--- src/rtl/metro_pkg.sv ---
// Shared types and constants for the ticket/change dispensing stage.
package metro_pkg;

  typedef enum logic [2:0] {
    IDLE,
    TICKET,
    COIN,
    DONE,
    FAULT
  } state_t;

  localparam logic [1:0] FAULT_NONE = 2'b00;
  localparam logic [1:0] FAULT_TKT  = 2'b01;
  localparam logic [1:0] FAULT_COIN = 2'b10;

  localparam int DEFAULT_TIMEOUT = 1000;
  localparam int DEFAULT_TW      = 16;

endpackage

--- src/rtl/metro_sense_sync.sv ---
// Two-flop synchroniser for a mechanism sensor followed by a registered
// rising-edge detector; a level held high yields a single one-cycle pulse.
module metro_sense_sync (
  input  logic clk,
  input  logic rst,
  input  logic sense,
  output logic pulse
);

  logic meta;
  logic stable;
  logic stable_d;

  always_ff @(posedge clk or posedge rst) begin
    if (rst) begin
      meta     <= 1'b0;
      stable   <= 1'b0;
      stable_d <= 1'b0;
      pulse    <= 1'b0;
    end else begin
      meta     <= sense;
      stable   <= meta;
      stable_d <= stable;
      pulse    <= stable & ~stable_d;
    end
  end

endmodule

--- src/rtl/metro_dispenser.sv ---
// Dispenses a confirmed sale: prints tickets, then pays out 1-yuan coins,
// confirming every item by sensor and latching a fault on a missing confirmation.
module metro_dispenser
  import metro_pkg::*;
#(
  parameter int TIMEOUT = DEFAULT_TIMEOUT,
  parameter int TW      = DEFAULT_TW
) (
  input  logic       clk,
  input  logic       rst,
  input  logic       start,
  input  logic [2:0] ticket_cnt,
  input  logic [7:0] change_amt,
  input  logic       tkt_sense,
  input  logic       coin_sense,
  input  logic       clear,
  output logic       tkt_en,
  output logic       hopper_en,
  output logic       busy,
  output logic       done,
  output logic       fault,
  output logic [1:0] fault_code,
  output logic [2:0] tickets_left,
  output logic [7:0] coins_left
);

  localparam logic [TW-1:0] TIMER_LAST = TW'(TIMEOUT - 1);

  state_t        state;
  logic [TW-1:0] timer;
  logic          tkt_pulse;
  logic          coin_pulse;

  metro_sense_sync u_tkt_sync (
    .clk   (clk),
    .rst   (rst),
    .sense (tkt_sense),
    .pulse (tkt_pulse)
  );

  metro_sense_sync u_coin_sync (
    .clk   (clk),
    .rst   (rst),
    .sense (coin_sense),
    .pulse (coin_pulse)
  );

  // Decoded straight from the state register so reset stops the motors at once.
  assign tkt_en    = (state == TICKET);
  assign hopper_en = (state == COIN);
  assign busy      = (state != IDLE);
  assign fault     = (state == FAULT);

  always_ff @(posedge clk or posedge rst) begin
    if (rst) begin
      state        <= IDLE;
      timer        <= '0;
      tickets_left <= '0;
      coins_left   <= '0;
      fault_code   <= FAULT_NONE;
      done         <= 1'b0;
    end else begin
      done <= 1'b0;
      case (state)
        IDLE: begin
          if (start) begin
            tickets_left <= ticket_cnt;
            coins_left   <= change_amt;
            timer        <= '0;
            if (ticket_cnt != '0) begin
              state <= TICKET;
            end else if (change_amt != '0) begin
              state <= COIN;
            end else begin
              state <= DONE;
              done  <= 1'b1;
            end
          end
        end

        // A confirmation in the timeout cycle takes priority over the fault.
        TICKET: begin
          if (tkt_pulse) begin
            tickets_left <= tickets_left - 3'd1;
            timer        <= '0;
            if (tickets_left == 3'd1) begin
              if (coins_left != '0) begin
                state <= COIN;
              end else begin
                state <= DONE;
                done  <= 1'b1;
              end
            end
          end else if (timer == TIMER_LAST) begin
            state      <= FAULT;
            fault_code <= FAULT_TKT;
          end else begin
            timer <= (&timer) ? timer : timer + 1'b1;
          end
        end

        COIN: begin
          if (coin_pulse) begin
            coins_left <= coins_left - 8'd1;
            timer      <= '0;
            if (coins_left == 8'd1) begin
              state <= DONE;
              done  <= 1'b1;
            end
          end else if (timer == TIMER_LAST) begin
            state      <= FAULT;
            fault_code <= FAULT_COIN;
          end else begin
            timer <= (&timer) ? timer : timer + 1'b1;
          end
        end

        DONE: begin
          state <= IDLE;
        end

        FAULT: begin
          if (clear) begin
            state        <= IDLE;
            fault_code   <= FAULT_NONE;
            tickets_left <= '0;
            coins_left   <= '0;
          end
        end

        default: begin
          state <= IDLE;
        end
      endcase
    end
  end

endmodule

--- config.mk ---
export PLATFORM = sky130hd
export DESIGN_NAME = metro_dispenser
export DESIGN_NICKNAME = d
export VERILOG_FILES = /design/src/rtl/metro_pkg.sv /design/src/rtl/metro_sense_sync.sv /design/src/rtl/metro_dispenser.sv
export SDC_FILE = /design/constraint.sdc
export NUM_CORES = 1
export LEC_CHECK = 0
export CORE_ASPECT_RATIO = 1.4
export CORE_MARGIN = 2
export CORE_UTILIZATION = 59
export DETAILED_ROUTE_END_ITERATION = 12
export GPL_ROUTABILITY_DRIVEN = 1
export PLACE_DENSITY_LB_ADDON = 0.12
export RECOVER_POWER = 100
export SLEW_MARGIN = 10
export SYNTH_ARGS = -nofsm -noshare
export SYNTH_HDL_FRONTEND = slang
export SYNTH_SLANG_ARGS = --single-unit
--- constraint.sdc ---
create_clock -name clk -period 5.4 [get_ports clk]
set_clock_uncertainty 0.05 [all_clocks]
set_input_delay 1.08 -clock clk [delete_from_list [all_inputs] [get_ports clk]]
set_output_delay 1.08 -clock clk [all_outputs]
set_load 0.02 [all_outputs]
# == Word level (Yosys, flattened, before mapping) ==
# Cells that the tools add are included.
# op_classes
bitwise_logic,4
mux,39
add_sub_neg,3
reduce_logical,15
eq_ne,16
# ops
operator,n
$mux 16,5
$pmux 16 s3,1
$mux 3,9
$mux 8,3
$pmux 8 s3,1
$reduce_bool 3->1,6
$add 16x1->16 const B,1
$eq 16x10->1 const B,1
$reduce_and 16->1,1
$reduce_bool 8->1,2
$mux 2,6
$pmux 3 s4,1
$reduce_and 4->1,3
$mux 1,10
$pmux 3 s3,1
$eq 8x1->1 const B,1
$ne 2x1->1 const B,4
$ne 2x2->1 const B,4
$sub 8x1->8 const B,1
$eq 3x1->1 const B,2
$ne 3x3->1 const B,2
$pmux 2 s3,1
$reduce_and 6->1,1
$eq 3x2->1 const B,1
other kinds (7),9
# word_totals
ff_bits,41
in_bits,17
out_inout_bits,18
elab_cells,91

# == Longest topological paths before layout ==
# Gate-level depths: netlist of run 1.
# depth
word_depth,5
mapped_depth,8
depth_no_buf,7

# == Hierarchy ==
# Synthesis of run 1 repeated with hierarchy kept, for this count alone.
# unflattened
cells_unflattened,264
area_unflattened_um2,2342.2
# modules_own_cells
module,area_per_inst_um2,n_inst,seq_area_each_um2,cells_per_inst
metro_dispenser,2107.0,1,825.8,252
metro_sense_sync,117.6,2,100.1,6

# == Worst setup path before layout of run 1 ==
# No wires, ideal clock.
# synth_timing
path_type,flip-flop to output port
from,register state[1]
to,output port fault
slack_ps,3109
path_buffers,1
path_stages_with_launch,5
arrival_time_ps,1161
t_required_ps,4270
cell_sequence,dfrtp_1 nand2b_1 or2_2 clkbuf_1 inv_1
# synth_via
elab_chain_len,1
# synth_rtl
item,line_no,source
start: declaration,metro_dispenser.sv:29,state_t state;
start signal: assignment,metro_dispenser.sv:56,state <= IDLE;
start signal: assignment,metro_dispenser.sv:71,state <= TICKET;
start signal: assignment,metro_dispenser.sv:73,state <= COIN;
$eq 3x3->1,metro_dispenser.sv:52,assign fault = (state == FAULT);
end: declaration,metro_dispenser.sv:21,"output logic fault,"
# No other way between the ends.

# == Final worst setup path of run 1 ==
# layout_timing
from,register state[1]
to,output port hopper_en
# layout_via
elab_chain_len,1
# layout_rtl
item,line_no,source
$eq 3x2->1,metro_dispenser.sv:50,assign hopper_en = (state == COIN);
end: declaration,metro_dispenser.sv:18,"output logic hopper_en,"
# No other way between the ends.

==> flow_summary.yaml, run 1 <==
outcome:
  status: "complete, but fails checks"
  violations: "max-capacitance violations, max-slew violations"
clocking:
  post_cts_resized: 0
  clock_latency_ps: 310
  htree_levels: 2
  clock_path_buffers: 2
  root_buffer: "clkbuf_8"
  post-cts-setup-buffers: 0
  cts.sinks: 41
  cts_tree: "built"
  numCtsBuffers: 5
  cts_hold_buf: 0
  clkTransAtPathRegs_ps: 90
sta:
  setup_slack_ps: 1850
  finalSetupViolations: 0
  relSlewSlack: -0.429
  drv_slew: 42
  fmax_mhz: 282
  final-hold-violation-count: 0
  rsz0062_at_grt: "no"
  worst_pin_slew_ps: 2140
  final.period_utilization: 0.657
  fin_setup_tns_ps: 0
  fin_crit_ps: 3550
place:
  numPortBuffers: 34
  place.gp.congestion: 0.869
  hpwl_um: 4140
  place_ws_ps: 2300
synthesis:
  syn_nets: 307
  ys_ff_latch: 41
  synth.top_cell.area_share: 0.407
  yosys-top-cells-area: "dfrtp_1 41%, o21ai_0 4.8%, a21oi_1 4.0%"
  synth_top_family_by_area: "simple AND/OR/NAND/NOR gates"
  synth-simple-area-share: 0.255
  synthFlopType: "dfrtp_1"
  synth_warnings: 0
  synthArstFlopShare: 1.00
  postSynthCellCount: 284
  syn_area_sq_um: 2520
  seq_area_frac_synth: 0.407
  yosysTopAreaCell: "dfrtp_1"
  synth_compound_area_frac: 0.240
  synth_xor_area_frac: 0
  synth-edff-count: 0
  yosysUniqueCellTypes: 62
  syn_avg_cell_area_sq_um: 8.87
  synthAdderAreaFrac: 0.0298
  synthMuxAreaShare: 0.00794
finish:
  layout_commonest_cell: "dfrtp_1"
  fillers: 347
  fin_nets: 333
  n_antenna_cell: 0
  fin_util: 0.703
  drive_above_1_share: 0.0611
  final_cell_mix: "41 x dfrtp_1, 26 x nand2_1, 26 x o21ai_0, 24 x dlygate4sd3_1, 20 x a21oi_1"
  syn_to_final_growth_pct: 16.4
global_route:
  grt_pass1_vias: 2189
  grt.overflow.total: 0
  antenna_found_initial: 0
  grt_max_degree: 42
  grt_use_total: 0.266
  grt_pass1_wl_um: 9800
power_and_ir_drop:
  max-vdd-ir-drop_mv: 0.243
  p_leak_uw: 0.00118
  p_per_area_nw_per_um2: 423
  total_power_uw: 1240
critical_path:
  crit_path_start_kind: "register"
  r2r_cells: 4
  critPathSlowestCell: "dlygate4sd3_1"
  cp.required_ps: 4270
  crit_family: "buffers and inverters"
  cp_cell_sequence: "nor2b_1, nand2b_1, inv_1, dlygate4sd3_1"
  path_max_fanout: 15
  rrSetupSlack_ps: 3020
  critPathCaptureType: "primary output"
  worstSetupEndpoint: "hopper_en"
  path_buf_inv: 2
  crit_type: "register to primary output"
  arrival_ps: 2420
  crit_start: "state[1]"
  crit-reg2reg-launch: "state[1]"
  crit_path_max_incr_delay_ps: 700
  crit_cells: 4
  timing.rr.end: "timer[13]"
drt:
  vias: 2299
  drtIter0Drc: 198
  routed_wl_um: 5810
  drtAntennaViolNets: 0
  viasPerCell: 6.46
  wl_per_cell_um: 16.3
  drt_pass1_iterations: 4
  drcViolationCount: 0
floorplanning:
  die_h_um: 81.3
  core_sq_um: 4170
  dieArea_sq_um: 4820
  ios: 35
  start_util: 0.604
  die_x_um: 59.2
  rows: 28
flow_run:
  drv_cap: 1
hold_path:
  min_path_type: "register to register"
synth_stat cells, drive strengths merged, types with 2 or more instances:
library cell  instances
a32oi                 2
dfrtp                41
a211oi                3
or3                   3
nor2b                 4
o21a                  3
mux2i                 2
nand2b                6
or4                   3
buf                  11
nand3                14
a22oi                 2
o311ai                6
nor3                 11
a311oi                2
nor3b                 4
a31oi                 6
nand2                26
nand4                 6
o2bb2ai               2
and4                  2
clkbuf                5
nor2                 15
o211ai                6
o22ai                 3
inv                  16
ha                    6
o21ai                26
a21oi                20
and2                  3
nor4                  8
final cells by class:
class	count	area (sq um)	area share
clock buffers	5	68.8	0.0235
inverters	16	60.1	0.0205
clock inverters	3	46.3	0.0158
multi-input cells	211	1330	0.454
well taps	45	56.3	0.0192
flip-flops and latches	41	1030	0.350
repair buffers	35	344	0.117
logic make-up (layout without fill, tap and decap cells):
kind of cell    after synthesis  after routing
simple gates                111            111
mux                           2              2
compound gates               92             92
buf+inv                      32             59
flops                        41             41
fa+ha+maj                     6              6
registers in the layout (all words and copies together), names as in the netlist:
signal	count
tickets_left	3
coins_left	8
u_coin_sync.stable_d	1
state	3
fault_code	2
u_tkt_sync.pulse	1
u_tkt_sync.stable_d	1
u_tkt_sync.meta	1
u_tkt_sync.stable	1
timer	16
u_coin_sync.stable	1
done	1
u_coin_sync.meta	1
u_coin_sync.pulse	1
per-layer routing:
metal	track usage	wire length [um]	part of all wire
met1	0.318	2440	0.42
met2	0.471	3030	0.52
met3	0.0430	221	0.038
met4	0.0977	117	0.020
met5	0	0	0
worst min path at each step:
stage | from | endpoint | slack (ps) | depth (start not counted)
5_1_grt | u_tkt_sync.meta | u_tkt_sync.stable | 330 | 0
3_3_place_gp | u_coin_sync.meta | u_coin_sync.stable | 280 | 0
4_1_cts | u_coin_sync.meta | u_coin_sync.stable | 300 | 0
6_report | u_tkt_sync.meta | u_tkt_sync.stable | 300 | 0
2_1_floorplan | u_coin_sync.meta | u_coin_sync.stable | 280 | 0
3_5_place_dp | u_coin_sync.meta | u_coin_sync.stable | 280 | 0
power by group:
part / switching [uW] / internal [uW] / leakage [uW] / total, uW
clock: 117 / 138 / 0.0000543 / 256
combinational: 337 / 203 / 0.000604 / 540
sequential: 80.0 / 366 / 0.000519 / 446
total: 534 / 707 / 0.00118 / 1240
metrics by stage:
| step | area [sq um] | std cells | hold WS [ps] |
|---|---|---|---|
| final | 2930 | 356 | 302 |
| after global routing | 2930 | 356 | 328 |
| after CTS | 2950 | 356 | 305 |
| after detailed placement | 2830 | 348 | 285 |
| after global placement | 2830 | 348 | 283 |
| after floorplan | 2520 | 284 | 281 |
(Power assumes the default switching activity.)
==> run 2: changes to the inputs <==
CORE_UTILIZATION = 55   (was 59)
clock period = 3.35 ns   (was 5.4 ns; I/O delays follow)
==> run 2 against run 1 <==
  * The flow now finishes without violations
  * Routed wire length rose by 2.1%
  * Via count decreased by 0.96%
  * Worst hold slack improved by 3.1 ps
  * Utilization shrank 4.0 points
  * Critical path type unchanged
  * Critical endpoint is now fault
  * Largest cell class unchanged
  * Largest power group unchanged
==> flow_summary.yaml, run 2 (same netlist as run 1, synthesis figures left out) <==
floorplanning:
  die_h_um: 84.1
  dieArea_sq_um: 5150
  die_x_um: 61.2
  core_sq_um: 4460
  rows: 29
  ios: 35
  start_util: 0.565
critical_path:
  critPathCaptureType: "primary output"
  path_max_fanout: 15
  crit_path_start_kind: "register"
  arrival_ps: 2210
  cp.required_ps: 2630
  crit_type: "register to primary output"
clocking:
  numCtsBuffers: 5
  htree_levels: 2
  root_buffer: "clkbuf_8"
  clock_path_buffers: 2
  clkTransAtPathRegs_ps: 90
  cts_hold_buf: 0
  cts.sinks: 41
  post-cts-setup-buffers: 0
  cts_tree: "built"
  post_cts_resized: 0
  clock_latency_ps: 300
power_and_ir_drop:
  clock_power_share: 0.203
  p_sw_frac: 0.428
  seqPwrFrac: 0.361
  combPwrFrac: 0.436
  p_sw_uw: 857
  max-vdd-ir-drop_mv: 0.358
  p_int_uw: 1150
  p_leak_uw: 0.00119
  p_per_area_nw_per_um2: 677
finish:
  final_area_sq_um: 2960
  fillers: 385
  n_antenna_cell: 0
  top_register: "timer"
  top_regs: "timer x16, coins_left x8"
  layout_commonest_cell: "dfrtp_1"
  largest_reg_flops: 16
  final_cell_mix: "41 x dfrtp_1, 26 x nand2_1, 26 x o21ai_0, 25 x dlygate4sd3_1, 20 x a21oi_1"
  drive_above_1_share: 0.0575
  fin_nets: 335
  syn_to_final_growth_pct: 17.5
global_route:
  grt_use_total: 0.253
  grt_pass1_vias: 2260
  grt_pass1_wl_um: 10100
  antenna_found_initial: 0
  grt.overflow.total: 0
  grt_max_degree: 42
sta:
  final-hold-violation-count: 0
  fmax_mhz: 341
  relSlewSlack: 0.338
  fin_crit_ps: 2930
  rsz0062_at_grt: "no"
  drv_slew: 0
  finalSetupViolations: 0
  fin_setup_tns_ps: 0
  final.period_utilization: 0.875
  worst_pin_slew_ps: 992
drt:
  drtIter0Drc: 142
  drt_pass1_iterations: 4
  drtAntennaViolNets: 0
  wl_per_cell_um: 15.8
  routed_wl_um: 5930
  drcViolationCount: 0
  viasPerCell: 6.07
  vias: 2277
place:
  hpwl_um: 4320
  place_area_sq_um: 2870
  place.gp.congestion: 0.848
  numPortBuffers: 34
flow_run:
  drv_cap: 0
hold_path:
  min_path_type: "register to register"
outcome:
  status: "finished, final reports clean"
## run 2: per-stage QoR
step / cells / power (uW) / util / worst slack [ps] / hold slack [ps]
final: 375 / 2000 / 0.663 / 417 / 305
after global routing: 375 / 2150 / 0.663 / 325 / 320
after CTS: 375 / 2060 / 0.669 / 489 / 310
after detailed placement: 367 / 1650 / 0.643 / 822 / 290
after global placement: 367 / 1640 / 0.643 / 848 / 283
after floorplan: 284 / 1340 / - / 1470 / 281
## run 2: critical path: stages, from the launching register on
cell and delay [ps]:
dfrtp_1 540, nand2b_1 260, or2_2 380, inv_1 70, dlygate4sd3_1 670
## run 2: worst paths after layout
kind | from | to | slack (ps) | cells past startpoint
min in group asynchronous | rst | u_tkt_sync.meta | 1070 | 3
min reg2reg | u_coin_sync.meta | u_coin_sync.stable | 300 | 0
max | state[1] | fault | 420 | 4
min | u_coin_sync.meta | u_coin_sync.stable | 300 | 0
max in group asynchronous | rst | fault_code[1] | 1570 | 3
max reg2reg | state[0] | timer[3] | 1060 | 5
## run 2: area by class of cell
| class | instances | area, sq um | share of cell area |
|---|---|---|---|
| multi-input cells | 211 | 1330 | 0.448 |
| flip-flops and latches | 41 | 1030 | 0.347 |
| repair buffers | 37 | 357 | 0.120 |
| well taps | 62 | 77.6 | 0.0262 |
| clock buffers | 5 | 68.8 | 0.0232 |
| inverters | 16 | 60.1 | 0.0203 |
| clock inverters | 3 | 46.3 | 0.0156 |
## run 2: per-layer routing
| layer | track usage | share of wire |
|---|---|---|
| met2 | 0.427 | 0.54 |
| met1 | 0.306 | 0.40 |
| met3 | 0.0434 | 0.036 |
| met5 | 0 | 0 |
| met4 | 0.103 | 0.021 |
## run 2: power groups by stage
stage / combinational, uW / sequential [uW] / clock, uW
after floorplan: 586 / 750 / 0
after global placement: 907 / 728 / 0
after CTS: 919 / 726 / 418
after global routing: 972 / 743 / 439
final: 874 / 724 / 407
after detailed placement: 915 / 736 / 0
==> run 3: changes to the inputs <==
REMOVE_ABC_BUFFERS = 1   (was unset)
==> run 3 against run 2 <==
  * Cell count did not move
  * Critical path depth did not move
  * Clock-buffer cell count did not move
  * Non-clock buffer count did not move
  * Worst hold slack got worse by 1.2 ps
  * First-iteration DRC count rose by 20%
  * Utilization fell by 0.25 points
  * Sequential power fell by 0.6%
  * Clock power fell by 15%
  * Sequential cell count did not move
  * Global-route usage fell by 0.21 points
  * Via count rose by 0.40%
==> flow_summary.yaml, run 3 (same netlist as run 1, synthesis figures left out) <==
clocking:
  cts.sinks: 41
  post-cts-setup-buffers: 0
  cts_tree: "built"
  clkTransAtPathRegs_ps: 90
  clock_path_buffers: 2
  numCtsBuffers: 5
  cts_hold_buf: 0
  post_cts_resized: 0
  root_buffer: "clkbuf_8"
  clock_latency_ps: 300
  htree_levels: 2
floorplanning:
  dieArea_sq_um: 5150
  start_util: 0.565
  rows: 29
  die_x_um: 61.2
  core_sq_um: 4460
  die_h_um: 84.1
  ios: 35
sta:
  setup_slack_ps: 406
  final.period_utilization: 0.879
  finalSetupViolations: 0
  fin_crit_ps: 2940
  worst_pin_slew_ps: 1010
  final-hold-violation-count: 0
  relSlewSlack: 0.328
  fin_worst_hold_slack_ps: 304
  fmax_mhz: 340
  fin_setup_tns_ps: 0
  rsz0062_at_grt: "no"
  drv_slew: 0
critical_path:
  crit_path_start_kind: "register"
  critPathSlowestCell: "dlygate4sd3_1"
  cp_cell_sequence: "nand2b_1, or2_2, inv_1, dlygate4sd3_1"
  path_max_fanout: 15
  crit_type: "register to primary output"
  critPathCaptureType: "primary output"
  rrSetupSlack_ps: 1050
  crit_path_max_incr_delay_ps: 660
  arrival_ps: 2220
  cp.required_ps: 2630
drt:
  drtIter0Drc: 170
  wl_per_cell_um: 15.6
  drcViolationCount: 0
  viasPerCell: 6.10
  drt_pass1_iterations: 4
  drtAntennaViolNets: 0
  routed_wl_um: 5850
  vias: 2286
global_route:
  grt_max_degree: 42
  grt_use_total: 0.251
  antenna_found_initial: 0
  grt_pass1_vias: 2217
  grt.overflow.total: 0
  grt_pass1_wl_um: 10000
finish:
  syn_to_final_growth_pct: 17.0
  layout_commonest_cell: "dfrtp_1"
  top_regs: "timer x16, coins_left x8"
  stdcell_count: 375
  largest_reg_flops: 16
  drive_above_1_share: 0.0671
  final_cell_mix: "41 x dfrtp_1, 26 x nand2_1, 26 x o21ai_0, 23 x dlygate4sd3_1, 20 x a21oi_1"
  top_register: "timer"
  fin_nets: 335
  n_antenna_cell: 0
place:
  place.gp.congestion: 0.862
  hpwl_um: 4200
  place_ws_ps: 812
  numPortBuffers: 34
  place_inst: 367
flow_run:
  drv_cap: 0
hold_path:
  min_path_type: "register to register"
power_and_ir_drop:
  p_leak_uw: 0.00118
  max-vdd-ir-drop_mv: 0.386
  p_per_area_nw_per_um2: 659
outcome:
  status: "finished, final reports clean"
## run 3: critical path, delay by kind of cell (launching register included)
kind                   cells  cell delay [ps]
and+or+nand+nor            2              650
buffers and inverters      2              730
DFF                        1              530
## run 3: report_power, final
group	switching [uW]	internal (uW)
Clock	193	150
Combinational	542	339
Sequential	129	590
## run 3: through the flow
| step | cell area, sq um | power, uW | utilization |
|---|---|---|---|
| after floorplan | 2430 | 1280 | - |
| after global placement | 2870 | 1630 | 0.643 |
| after detailed placement | 2870 | 1650 | 0.643 |
| after CTS | 2960 | 2000 | 0.664 |
| after global routing | 2950 | 2100 | 0.661 |
| final | 2950 | 1940 | 0.661 |
## run 3: final timing paths
path,from,to,depth (start not counted)
max in group asynchronous,rst,timer[14],3
worst min-delay path,u_tkt_sync.meta,u_tkt_sync.stable,0
worst min register to register,u_tkt_sync.meta,u_tkt_sync.stable,0
worst max register to register,state[0],timer[3],5
min in group asynchronous,rst,u_coin_sync.stable,3
worst max-delay path,state[1],fault,4
## run 3: metal layers
layer  vias up  wire [um]  track usage
met5         -          0            0
met4         0        126        0.103
met3        10        193       0.0388
met2        60       3120        0.429
met1      1099       2420        0.300
li1       1117          -            -
## run 3: area by class of cell
type                       instances  area (sq um)
fill                             397          1510
clock inverter                     3          25.0
sequential                        41          1030
multi-input combinational        211          1330
clock buffer                       5          68.8
inverter                          16          60.1
tap                               62          77.6
timing repair buffer              37           360
==> RTL change (config.mk and constraints of run 1) <==
The 5 states of `state_t` get a one-hot encoding in 5 bits.
--- a/src/rtl/metro_pkg.sv
+++ b/src/rtl/metro_pkg.sv
@@ -3,8 +3,8 @@
 
-  typedef enum logic [2:0] {
-    IDLE,
-    TICKET,
-    COIN,
-    DONE,
-    FAULT
+  typedef enum logic [4:0] {
+    IDLE   = 5'b00001,
+    TICKET = 5'b00010,
+    COIN   = 5'b00100,
+    DONE   = 5'b01000,
+    FAULT  = 5'b10000
   } state_t;
Function: same outputs for any inputs over 10 cycles, from zero or initial values and one cycle with rst high; not proved beyond that.
==> RTL change against run 1 <==
The flow still finishes with violations (max-capacitance violations, max-slew violations). Final cell count is 6.7% higher. Sequential power increased by 2%. Core utilization is 1.2 points higher. Total power up 7.1%. Wire length rose by 5.7%. Sequential cell count grew 2. Highest routed layer unchanged. Largest power group unchanged. Final area rose by 4.2%. Setup slack lost 0.019 ns. Via count rose by 2.3%. Critical endpoint unchanged. Sequential share of layout area increased by 0.26 points. Area after synthesis grew 4.5%. Worst hold slack hardly changed.
==> RTL change: results (changes against run 1) <==
- **cell count after synthesis** 287, +1.1%
- **list of most frequent post-synthesis cells** 42 x sky130_fd_sc_hd__dfrtp_1, 33 x sky130_fd_sc_hd__nand2_1, 21 x sky130_fd_sc_hd__nor2_1
- **total power divided by cell area** 435 nW/um^2, +2.7%
- **peak ir drop on the vdd network** 0.000205 V, -16%
- **crit path from** state[0]
- **area taken by multi-input logic gates** 1380 um^2, +3.9%
- **Crit path arrival time** 2.44 ns, +0.02 ns
- **largest driver fanout on the critical path** 11, -4
- **area taken by flip-flops and latches** 1080 um^2, +5.0%
- **ratio of cells with drive above 1 in the final layout** 5.94%, -0.17 points
- **total half-perimeter wirelength after legalization and detailed placement** 4620 um, +12%
- **worst relative slew slack** -16.3%, +27 points
- **CP max stage delay** 0.72 ns, +0.02 ns
- **final routed wire length divided by cell count** 16.1 um, -0.99%
- **cell area after placement** 2990 um^2, +5.7%
- **non-clock buffer share of cell area** 11.3%, -0.48 points
- **number of maximum-capacitance violations** 1, unchanged
- **maximum number of pins on one net before global-route repair** 33, -21%
- **fin cells** 380, +6.7%
- **number of inverters outside the clock class in the layout** 11, -5
- **main area contributors after synthesis** sky130_fd_sc_hd__dfrtp_1 40%, sky130_fd_sc_hd__nand2_1 4.7%, sky130_fd_sc_hd__a21oi_1 3.8%
- **number of nets at the end of the flow** 341, +2.4%
- **r2r worst-path depth** 5, +1
- **multiplexer share of the synthesized area** 3.04%, +2.2 points
- **Reg2Reg Capture Point** coins_left[0]
- **routed via count** 2353, +2.3%
- **number of filler instances in the final layout** 357, +2.9%
- **number of global-route vias before repair** 2290, +4.6%
- **share of the final layout cell area in multi-input gates** 45.2%, -0.16 points
- **wire length of the first global-routing pass** 10300 um, +4.6%
- **routability congestion estimate from global placement** 0.912, +4.9%
- **overall fraction of global-route tracks in use** 26.2%, -0.40 points
- **count of clock tree sinks** 43, +4.9%
- **violations in the final reports** max-capacitance violations, max-slew violations
- **worst hold slack after final layout** 0.302 ns, +0.000473 ns
- **pins over their slew limit** 33, -21%
- **adder-cell area share of the yosys netlist** 2.38%, -0.60 points
- **status** finished, violations left
- **number of combinational gates with multiple inputs** 223, +5.7%
- **final setup margin** 1.83 ns, -0.0192 ns
-- RTL change: cell count changes in the layout (fill, tap and decap cells not counted), moves of 6 or more --
cell,run 1,this run
sky130_fd_sc_hd__nor2_1,15,22
sky130_fd_sc_hd__inv_1,16,10
sky130_fd_sc_hd__nand2_1,26,33
sky130_fd_sc_hd__and3_1,1,10
sky130_fd_sc_hd__o21ai_0,26,9
sky130_fd_sc_hd__mux2i_1,2,8
sky130_fd_sc_hd__o211ai_1,6,0
sky130_fd_sc_hd__o31ai_1,1,9
-- RTL change: routing by layer --
layer  up-vias  track usage, %  part of all wire, %  routed length (um)
met5         -               0                    0                   0
met2        71            44.8                   53                3280
met3        12            3.74                  4.1                 253
met1      1122            31.8                   40                2460
li1       1148               -                    -                   -
met4         0            11.3                  2.3                 139
-- RTL change: cells by family after synthesis --
kind of cell    after synthesis
compound gates               75
buf+inv                      21
simple gates                135
fa+ha+maj                     5
flops                        43
mux                           8
